[src/rtl/hazard_forward_ctrl_if.sv]
// ----------------------------------------------------------------------------
// hazard_forward_ctrl_if
//   Bundles the ID-side request signals and the controller's responses
//   between the pipeline and hazard_forward_ctrl.
//
//   Handshake: there is no valid/ready pair. id_valid_i qualifies the ID
//   fields in the same cycle. stall_o is the combinational back-pressure
//   for that instruction: while it is 1 the pipeline holds PC and IF/ID, and
//   the controller inserts a bubble into EX. flush_i kills the ID
//   instruction and wins over stall_o.
//
//   Signals (directions seen from the controller, i.e. the slave modport):
//     flush_i       in   kill ID instruction
//     id_valid_i    in   ID holds a real instruction
//     id_src_vld_i  in   per-operand "source is read" flag
//     id_src_i      in   packed source registers, operand s at [s*REG_AW +: REG_AW]
//     id_regw_i     in   ID instruction writes rd
//     id_load_i     in   ID instruction is a load
//     id_rd_i       in   ID destination register
//     stall_o       out  load-use stall for ID
//     ex_valid_o    out  EX slot holds a real instruction
//     fwd_sel_o     out  per EX operand bypass select, SELW bits each
// ----------------------------------------------------------------------------
interface hazard_forward_ctrl_if #(
    parameter int REG_AW    = 5,
    parameter int NUM_SRC   = 2,
    parameter int FWD_DEPTH = 2
);
    localparam int SELW = $clog2(FWD_DEPTH + 1);

    logic                      flush_i;
    logic                      id_valid_i;
    logic [NUM_SRC-1:0]        id_src_vld_i;
    logic [NUM_SRC*REG_AW-1:0] id_src_i;
    logic                      id_regw_i;
    logic                      id_load_i;
    logic [REG_AW-1:0]         id_rd_i;
    logic                      stall_o;
    logic                      ex_valid_o;
    logic [NUM_SRC*SELW-1:0]   fwd_sel_o;

    // Pipeline side: drives the ID instruction, consumes stall and selects.
    modport master (
        output flush_i, id_valid_i, id_src_vld_i, id_src_i,
               id_regw_i, id_load_i, id_rd_i,
        input  stall_o, ex_valid_o, fwd_sel_o
    );

    // Controller side.
    modport slave (
        input  flush_i, id_valid_i, id_src_vld_i, id_src_i,
               id_regw_i, id_load_i, id_rd_i,
        output stall_o, ex_valid_o, fwd_sel_o
    );
endinterface

[src/rtl/hazard_forward_ctrl.sv]
// ----------------------------------------------------------------------------
// hazard_forward_ctrl
//   Forwarding and load-use hazard controller. A shadow pipeline of slots
//   0..FWD_DEPTH (slot 0 = EX) records each in-flight instruction's
//   {vld, regw, load, rd}. Slot 0 also keeps the EX operand sources. From
//   this state the block drives per-operand bypass selects for EX, and a
//   load-use stall for the ID instruction.
//
//   Ports:
//     clk_i        clock, rising edge
//     rst_i        synchronous active-high reset; drops all tracking
//     bus          hazard_forward_ctrl_if.slave (ID request, stall/select out)
//     stall_cnt_o  [HAZ_PERF_CNT_EN only] cycles with stall_o = 1
//     fwd_cnt_o    [HAZ_PERF_CNT_EN only] valid EX cycles with any select != 0
//
//   Optional build macro: HAZ_PERF_CNT_EN adds the two wrapping 32-bit
//   performance counters. Without it the counters and ports are absent.
//
//   The data of a load is forwardable from stage 1+LOAD_LAT. For a
//   load-use pair to resolve through the bypass, 1+LOAD_LAT <= FWD_DEPTH
//   must hold. If it does not, the consumer reads the regfile after the stall.
// ----------------------------------------------------------------------------
module hazard_forward_ctrl #(
    parameter int REG_AW    = 5,
    parameter int NUM_SRC   = 2,
    parameter int FWD_DEPTH = 2,
    parameter int LOAD_LAT  = 1
) (
    input  logic                 clk_i,
    input  logic                 rst_i,
    hazard_forward_ctrl_if.slave bus
`ifdef HAZ_PERF_CNT_EN
    ,
    output logic [31:0]          stall_cnt_o,
    output logic [31:0]          fwd_cnt_o
`endif
);
    localparam int SELW = $clog2(FWD_DEPTH + 1);

    // Shadow pipeline. Bit/entry k is slot k.
    logic [FWD_DEPTH:0]        vld_q;
    logic [FWD_DEPTH:0]        regw_q;
    logic [FWD_DEPTH:0]        load_q;
    logic [REG_AW-1:0]         rd_q [FWD_DEPTH+1];
    logic [NUM_SRC-1:0]        src_vld_q;
    logic [NUM_SRC*REG_AW-1:0] src_q;

    logic                      stall;
    logic                      capture;
    logic                      hit;
    logic [NUM_SRC*SELW-1:0]   fwd_sel;

    function automatic logic writer_match(
        input logic              w_vld,
        input logic              w_regw,
        input logic [REG_AW-1:0] w_rd,
        input logic [REG_AW-1:0] src,
        input logic              src_vld
    );
        return w_vld & w_regw & (w_rd != '0) & (w_rd == src) & src_vld;
    endfunction

    // Load-use stall: an ID operand depends on a load whose data is not yet
    // forwardable when the consumer would reach EX next cycle.
    always_comb begin
        stall = 1'b0;
        for (int j = 0; j <= FWD_DEPTH; j++) begin
            for (int s = 0; s < NUM_SRC; s++) begin
                if ((j < LOAD_LAT) && load_q[j] &&
                    writer_match(vld_q[j], regw_q[j], rd_q[j],
                                 bus.id_src_i[s*REG_AW +: REG_AW],
                                 bus.id_src_vld_i[s])) begin
                    stall = 1'b1;
                end
            end
        end
        // A flushed or empty ID slot has no hazard.
        stall = stall & bus.id_valid_i & ~bus.flush_i;
    end

    // Bypass select. The youngest matching writer decides. If that writer
    // is a load whose data is not ready yet, the select stays 0 and does not
    // fall back to an older writer.
    always_comb begin
        fwd_sel = '0;
        hit     = 1'b0;
        for (int s = 0; s < NUM_SRC; s++) begin
            hit = 1'b0;
            for (int k = 1; k <= FWD_DEPTH; k++) begin
                if (!hit && writer_match(vld_q[k], regw_q[k], rd_q[k],
                                         src_q[s*REG_AW +: REG_AW],
                                         src_vld_q[s])) begin
                    hit = 1'b1;
                    if (!load_q[k] || (k >= 1 + LOAD_LAT)) begin
                        fwd_sel[s*SELW +: SELW] = SELW'(k);
                    end
                end
            end
        end
    end

    assign capture = bus.id_valid_i & ~stall & ~bus.flush_i;

    // A bubble enters slot 0 with all fields cleared. This keeps it from
    // ever matching or producing a select.
    always_ff @(posedge clk_i) begin
        if (rst_i) begin
            vld_q     <= '0;
            regw_q    <= '0;
            load_q    <= '0;
            src_vld_q <= '0;
            src_q     <= '0;
            for (int k = 0; k <= FWD_DEPTH; k++) begin
                rd_q[k] <= '0;
            end
        end else begin
            vld_q     <= {vld_q[FWD_DEPTH-1:0],  capture};
            regw_q    <= {regw_q[FWD_DEPTH-1:0], capture & bus.id_regw_i};
            load_q    <= {load_q[FWD_DEPTH-1:0], capture & bus.id_load_i};
            rd_q[0]   <= capture ? bus.id_rd_i : '0;
            for (int k = 1; k <= FWD_DEPTH; k++) begin
                rd_q[k] <= rd_q[k-1];
            end
            src_vld_q <= capture ? bus.id_src_vld_i : '0;
            src_q     <= capture ? bus.id_src_i : '0;
        end
    end

    assign bus.stall_o    = stall;
    assign bus.ex_valid_o = vld_q[0];
    assign bus.fwd_sel_o  = fwd_sel;

`ifdef HAZ_PERF_CNT_EN
    logic [31:0] stall_cnt_q;
    logic [31:0] fwd_cnt_q;

    always_ff @(posedge clk_i) begin
        if (rst_i) begin
            stall_cnt_q <= '0;
            fwd_cnt_q   <= '0;
        end else begin
            if (stall) begin
                stall_cnt_q <= stall_cnt_q + 32'd1;
            end
            if (vld_q[0] && (fwd_sel != '0)) begin
                fwd_cnt_q <= fwd_cnt_q + 32'd1;
            end
        end
    end

    assign stall_cnt_o = stall_cnt_q;
    assign fwd_cnt_o   = fwd_cnt_q;
`endif

endmodule

[src/flat_wrapper.sv]
// flat-port wrapper written by rule: the top's interface ports become plain ports
module hazard_forward_ctrl_flat 
#(
    parameter int REG_AW    = 5,
    parameter int NUM_SRC   = 2,
    parameter int FWD_DEPTH = 2,
    parameter int LOAD_LAT  = 1
)
  (clk_i, rst_i, bus_flush_i, bus_id_valid_i, bus_id_src_vld_i, bus_id_src_i, bus_id_regw_i, bus_id_load_i, bus_id_rd_i, bus_stall_o, bus_ex_valid_o, bus_fwd_sel_o);
  hazard_forward_ctrl_if #(.REG_AW(REG_AW), .NUM_SRC(NUM_SRC), .FWD_DEPTH(FWD_DEPTH)) bus_i ();
  input  logic clk_i;
  input  logic rst_i;
  input wire logic [$bits(bus_i.flush_i)-1:0] bus_flush_i;
  input wire logic [$bits(bus_i.id_valid_i)-1:0] bus_id_valid_i;
  input wire logic [$bits(bus_i.id_src_vld_i)-1:0] bus_id_src_vld_i;
  input wire logic [$bits(bus_i.id_src_i)-1:0] bus_id_src_i;
  input wire logic [$bits(bus_i.id_regw_i)-1:0] bus_id_regw_i;
  input wire logic [$bits(bus_i.id_load_i)-1:0] bus_id_load_i;
  input wire logic [$bits(bus_i.id_rd_i)-1:0] bus_id_rd_i;
  output wire logic [$bits(bus_i.stall_o)-1:0] bus_stall_o;
  output wire logic [$bits(bus_i.ex_valid_o)-1:0] bus_ex_valid_o;
  output wire logic [$bits(bus_i.fwd_sel_o)-1:0] bus_fwd_sel_o;
  assign bus_i.flush_i = bus_flush_i;
  assign bus_i.id_valid_i = bus_id_valid_i;
  assign bus_i.id_src_vld_i = bus_id_src_vld_i;
  assign bus_i.id_src_i = bus_id_src_i;
  assign bus_i.id_regw_i = bus_id_regw_i;
  assign bus_i.id_load_i = bus_id_load_i;
  assign bus_i.id_rd_i = bus_id_rd_i;
  assign bus_stall_o = bus_i.stall_o;
  assign bus_ex_valid_o = bus_i.ex_valid_o;
  assign bus_fwd_sel_o = bus_i.fwd_sel_o;
  hazard_forward_ctrl #(.REG_AW(REG_AW), .NUM_SRC(NUM_SRC), .FWD_DEPTH(FWD_DEPTH), .LOAD_LAT(LOAD_LAT)) u_core (.clk_i(clk_i), .rst_i(rst_i), .bus(bus_i));
endmodule
[config.mk]
export PLATFORM = sky130hd
export DESIGN_NAME = hazard_forward_ctrl_flat
export DESIGN_NICKNAME = d
export VERILOG_FILES = /design/src/rtl/hazard_forward_ctrl_if.sv /design/src/rtl/hazard_forward_ctrl.sv /design/src/flat_wrapper.sv
export SDC_FILE = /design/constraint.sdc
export NUM_CORES = 1
export LEC_CHECK = 0
export BUFFER_PORTS_ARGS = -buffer_cell sky130_fd_sc_hd__buf_2
export CAP_MARGIN = 20
export CORE_MARGIN = 10
export CORE_UTILIZATION = 24
export CTS_BUF_LIST = sky130_fd_sc_hd__clkbuf_16
export DETAILED_ROUTE_END_ITERATION = 12
export PLACE_DENSITY = 0.49
export RECOVER_POWER = 50
export SYNTH_ARGS = -nofsm -noshare
export SYNTH_HDL_FRONTEND = slang
export SYNTH_SLANG_ARGS = --single-unit
[constraint.sdc]
create_clock -name clk_i -period 2 [get_ports clk_i]
set_input_delay 0.2 -clock clk_i [delete_from_list [all_inputs] [get_ports clk_i]]
set_output_delay 0.2 -clock clk_i [all_outputs]
set_load 0.02 [all_outputs]
; After elaboration in Yosys (flattened, before gate mapping)
; Memory sizes are Yosys's and may differ from the RTL's.
; Index checks and enable logic that the tools add are counted.
[word_totals]
output_inout_bits = 6
ff_bits = 20
ram_bits = 15
mem_count = 1
elab_cells = 68
[mem_list]
columns = name, words, width, rd, rd_ports_with_merged_regs, wr, line
row1 = u_core.rd_q, 3, 5, 3, 0, 3, hazard_forward_ctrl.sv:44  ; logic [REG_AW-1:0] rd_q [FWD_DEPTH+1];
[classes]
mux = 16
bitwise = 30
eq_ne = 6
n_reduce_logical = 10
[op_table]
columns = operator, count
row1 = $eq A5 B5 Y1, 6
row2 = $and A1 B1 Y1, 24
row3 = $mux W5, 4
row4 = $reduce_bool A5 Y1, 3
row5 = $mux W1, 9
row6 = $mux W2, 3
row7 = $logic_and A1 B1 Y1, 4
row8 = $not A1 Y1, 3
row9 = $or A1 B1 Y1, 3
row10 = $logic_not A1 Y1, 2
row11 = $reduce_or A2 Y1, 1

; Longest topological paths before layout
; An unclocked memory read counts as a cell.
[logic_depth]
depth_word = 15
mapped_depth = 5

; Least setup slack after synthesis
; No wires, ideal clock.
[synth_path]
kind = register -> output
from = mem u_core.rd_q[1][2], in the netlist u_core.rd_q[0][7]
to = out bus_fwd_sel_o[3]
n_path_buf = 0
stages_incl_launch_ff = 5
arrival_time_ps = 1625
setup_slack_ps = 175
path_cell_list = dfxtp_1 > or4_1 > o211ai_2 > nor3_1 > nor3_1
[synth_rtl]
columns = item, line
row1 = start: declaration, hazard_forward_ctrl.sv:44
row2 = end: declaration, flat_wrapper.sv:22  ; output wire logic [$bits(bus_i.fwd_sel_o)-1:0] bus_fwd_sel_o;

==> results.yml <==
timing:
  max_slew_margin_pct: 47.1
  tns_ns: 0
  setup_violations: 0
  rsz0062_at_grt: "yes"
  final_hold_viol_count: 0
  finClkSkew_ns: 0.00201
  fin_crit_ns: 1.99
  fmax_mhz: 503
  tightest_slew_ns: 0.794
  fin_ws_ns: 0.0122
  fin_crit_sh_pct: 99.4
  maxSlewViolCount: 0
floorplanning:
  core_sq_um: 5990
  dieArea_sq_um: 9770
  die_h_um: 98.8
  row_count: 28
  fp.dieW_um: 98.8
  start_util_pct: 24.9
  io_pins: 29
setup_path:
  cpMaxStageDelayCell: "or4_4"
  required_ns: 1.80
  rr_startpoint: "u_core.rd_q[0][4]"
  worstPathArrival_ns: 1.79
  max_stage_delay_ns: 0.53
  rrSetupSlack_ns: 0.42
  start_kind: "register"
  critical_path_class: "register to output port"
  path_cells: "or4_4 > o211ai_2 > buf_4 > buf_4 > nor4_1 > buf_2"
  cp-endpoint: "bus_fwd_sel_o[0]"
  crit_top_cell: "buf_4"
  reg2reg_depth: 5
  crit_path_end_kind: "output port"
  r2r_end: "u_core.src_q[0]"
  path_max_fanout: 4
  cp-startpoint: "u_core.rd_q[0][7]"
final_layout:
  n_antenna_cell: 0
  nNetsFinal: 210
  seq_area_sq_um: 703
  area_delta_synth_final_pct: 26.8
  drive_gt1_share_pct: 24.5
  n_fill_cell: 637
  fin_cells: 263
  post-route-util_pct: 31.6
  multi_input_area_sq_um: 706
synthesis:
  avgSynthCellArea_sq_um: 9.62
  synth_flop_cell: "dfxtp_1"
  synth_top_area_cell: "dfxtp_1"
  netlist_area_sq_um: 1490
  ys_warn_count: 0
  syn_nets: 178
  synth.distinct_cells: 22
  synthTopCellsByArea: "dfxtp_1, xnor2_1, a211oi_1"
  synthTopCellsByCount: "dfxtp_1, xnor2_1, a211oi_1, inv_1, nor2b_1"
  yosysSeqAreaShare_pct: 47.0
  syn_inst: 155
  yosysTopAreaCellShare_pct: 47.0
  async_reset_ff_share_pct: 0
  yosysMostFrequentCell: "dfxtp_1"
  synth_seq_cells: 35
  synth_edf_count: 0
clock_network:
  clock_sinks: 35
  holdBufCountCts: 0
  cts_buffer_depth: 2
  cts_buffers: 5
  cts_root_buf: "clkbuf_16"
  htreeDepth: 2
  clock_latency_ns: 0.27
  cts.clk_slew.worst_paths_ns: 0.05
  tritoncts: "done"
pwr:
  vdd.ir_drop.worst_uv: 402
  p_leak_nw: 0.788
  power_w: 0.00156
  cellPowerDensity_nw_per_um2: 822
worst_hold_path:
  hp-start: "bus_id_rd_i[3]"
  hp-class: "primary input to register"
grt:
  grt_pass1_vias: 1157
  antenna_found_initial: 0
  grt_use_total_pct: 7.64
  grt_overflow: 0
  grt_pass1_wl_um: 6030
  grt_max_degree: 21
route:
  antenna_left: 0
  vias: 1115
  dr.pass1.iters: 3
  drcViolationCount: 0
  drt-initial-drc-count: 45
  drt_wl_total_um: 3610
  drt-wirelength-per-cell_um: 13.7
  vias_per_cell: 4.24
placed_design:
  io_buffers: 28
  place_inst: 253
  hpwl_um: 2850
  place.gp.congestion: 0.798
  place_ws_ns: 0.237
status:
  status: "complete, no violations"
run:
  maxCapViolCount: 0
[worst min path at each step]
stage,end,cells past startpoint
global route,u_core.rd_q[0][4],3
finish,u_core.rd_q[0][3],3
floorplan,u_core.rd_q[0][11],1
CTS,u_core.rd_q[0][1],3
global placement,u_core.rd_q[0][0],3
detailed placement,u_core.rd_q[0][1],3
[metal layers]
metal  global-route usage, %  share of wire (%)
met1                    9.73                 49
met2                    11.0                 44
met3                    3.28                4.9
met4                    2.98                1.5
met5                       0                  0
[what timing repair did]
action / CTS / global route
endpoints found under the setup margin: 2 / 4
pin swaps: 2 / 3
setup buffers: 1 / 1
resized for setup: 2 / 6
[where the power goes]
group / leakage [nW] / switching [W] / internal [W] / total [W]
Combinational: 0.438 / 0.0000530 / 0.0000526 / 0.000106
Clock: 0.0649 / 0.000268 / 0.000451 / 0.000719
Sequential: 0.285 / 0.0000163 / 0.000714 / 0.000730
Total: 0.788 / 0.000337 / 0.00122 / 0.00156
[critical path: cells and delay by family, from the launching register on]
kind	cells	cell delay, ns
compound gates	1	0.19
flops	1	0.33
simple gates	2	0.57
buf+inv	3	0.42
[cells by family (layout without fill, tap and decap cells)]
logic type             count (synthesis)  after routing  share of synthesized area [%]
AO/OA/AOI/OAI                         24             24                           12.7
XOR/XNOR                              30             30                           17.6
buffers and inverters                 26             59                           6.71
flip-flops                            35             35                           47.0
AND/OR/NAND/NOR                       40             40                           16.0
[layout make-up]
type | instances | area share, %
multi-input cells | 94 | 37.3
repair buffers | 32 | 9.39
well taps | 75 | 4.96
clock buffers | 5 | 6.61
flip-flops and latches | 35 | 37.2
clock inverters | 3 | 0.794
inverters | 19 | 3.77
[sequential cells by signal, indices dropped and copies added, names as in the netlist]
| signal | count |
|---|---|
| u_core.rd_q | 15 |
| u_core.src_q | 10 |
| u_core.regw_q | 3 |
| u_core.vld_q | 3 |
| u_core.load_q | 2 |
| u_core.src_vld_q | 2 |
[through the flow]
stage	cell area [sq um]	hold WS (ns)
4_1_cts	1860	0.133
6_report	1890	0.135
3_5_place_dp	1710	0.423
3_3_place_gp	1710	0.419
2_1_floorplan	1490	0.272
5_1_grt	1890	0.140
[cell usage in the layout (no fill, tap or decap), types with 3 or more instances in the layout]
cell type   n
inv_1      19
nand4_1     5
nor2b_1    16
nor4_1      3
clkbuf_16   5
buf_2      25
a211oi_1   19
nand2_1     3
dfxtp_1    33
buf_4       7
xnor2_1    21
xor2_1      9
nor3_1      3
(Power assumes the default switching activity.)
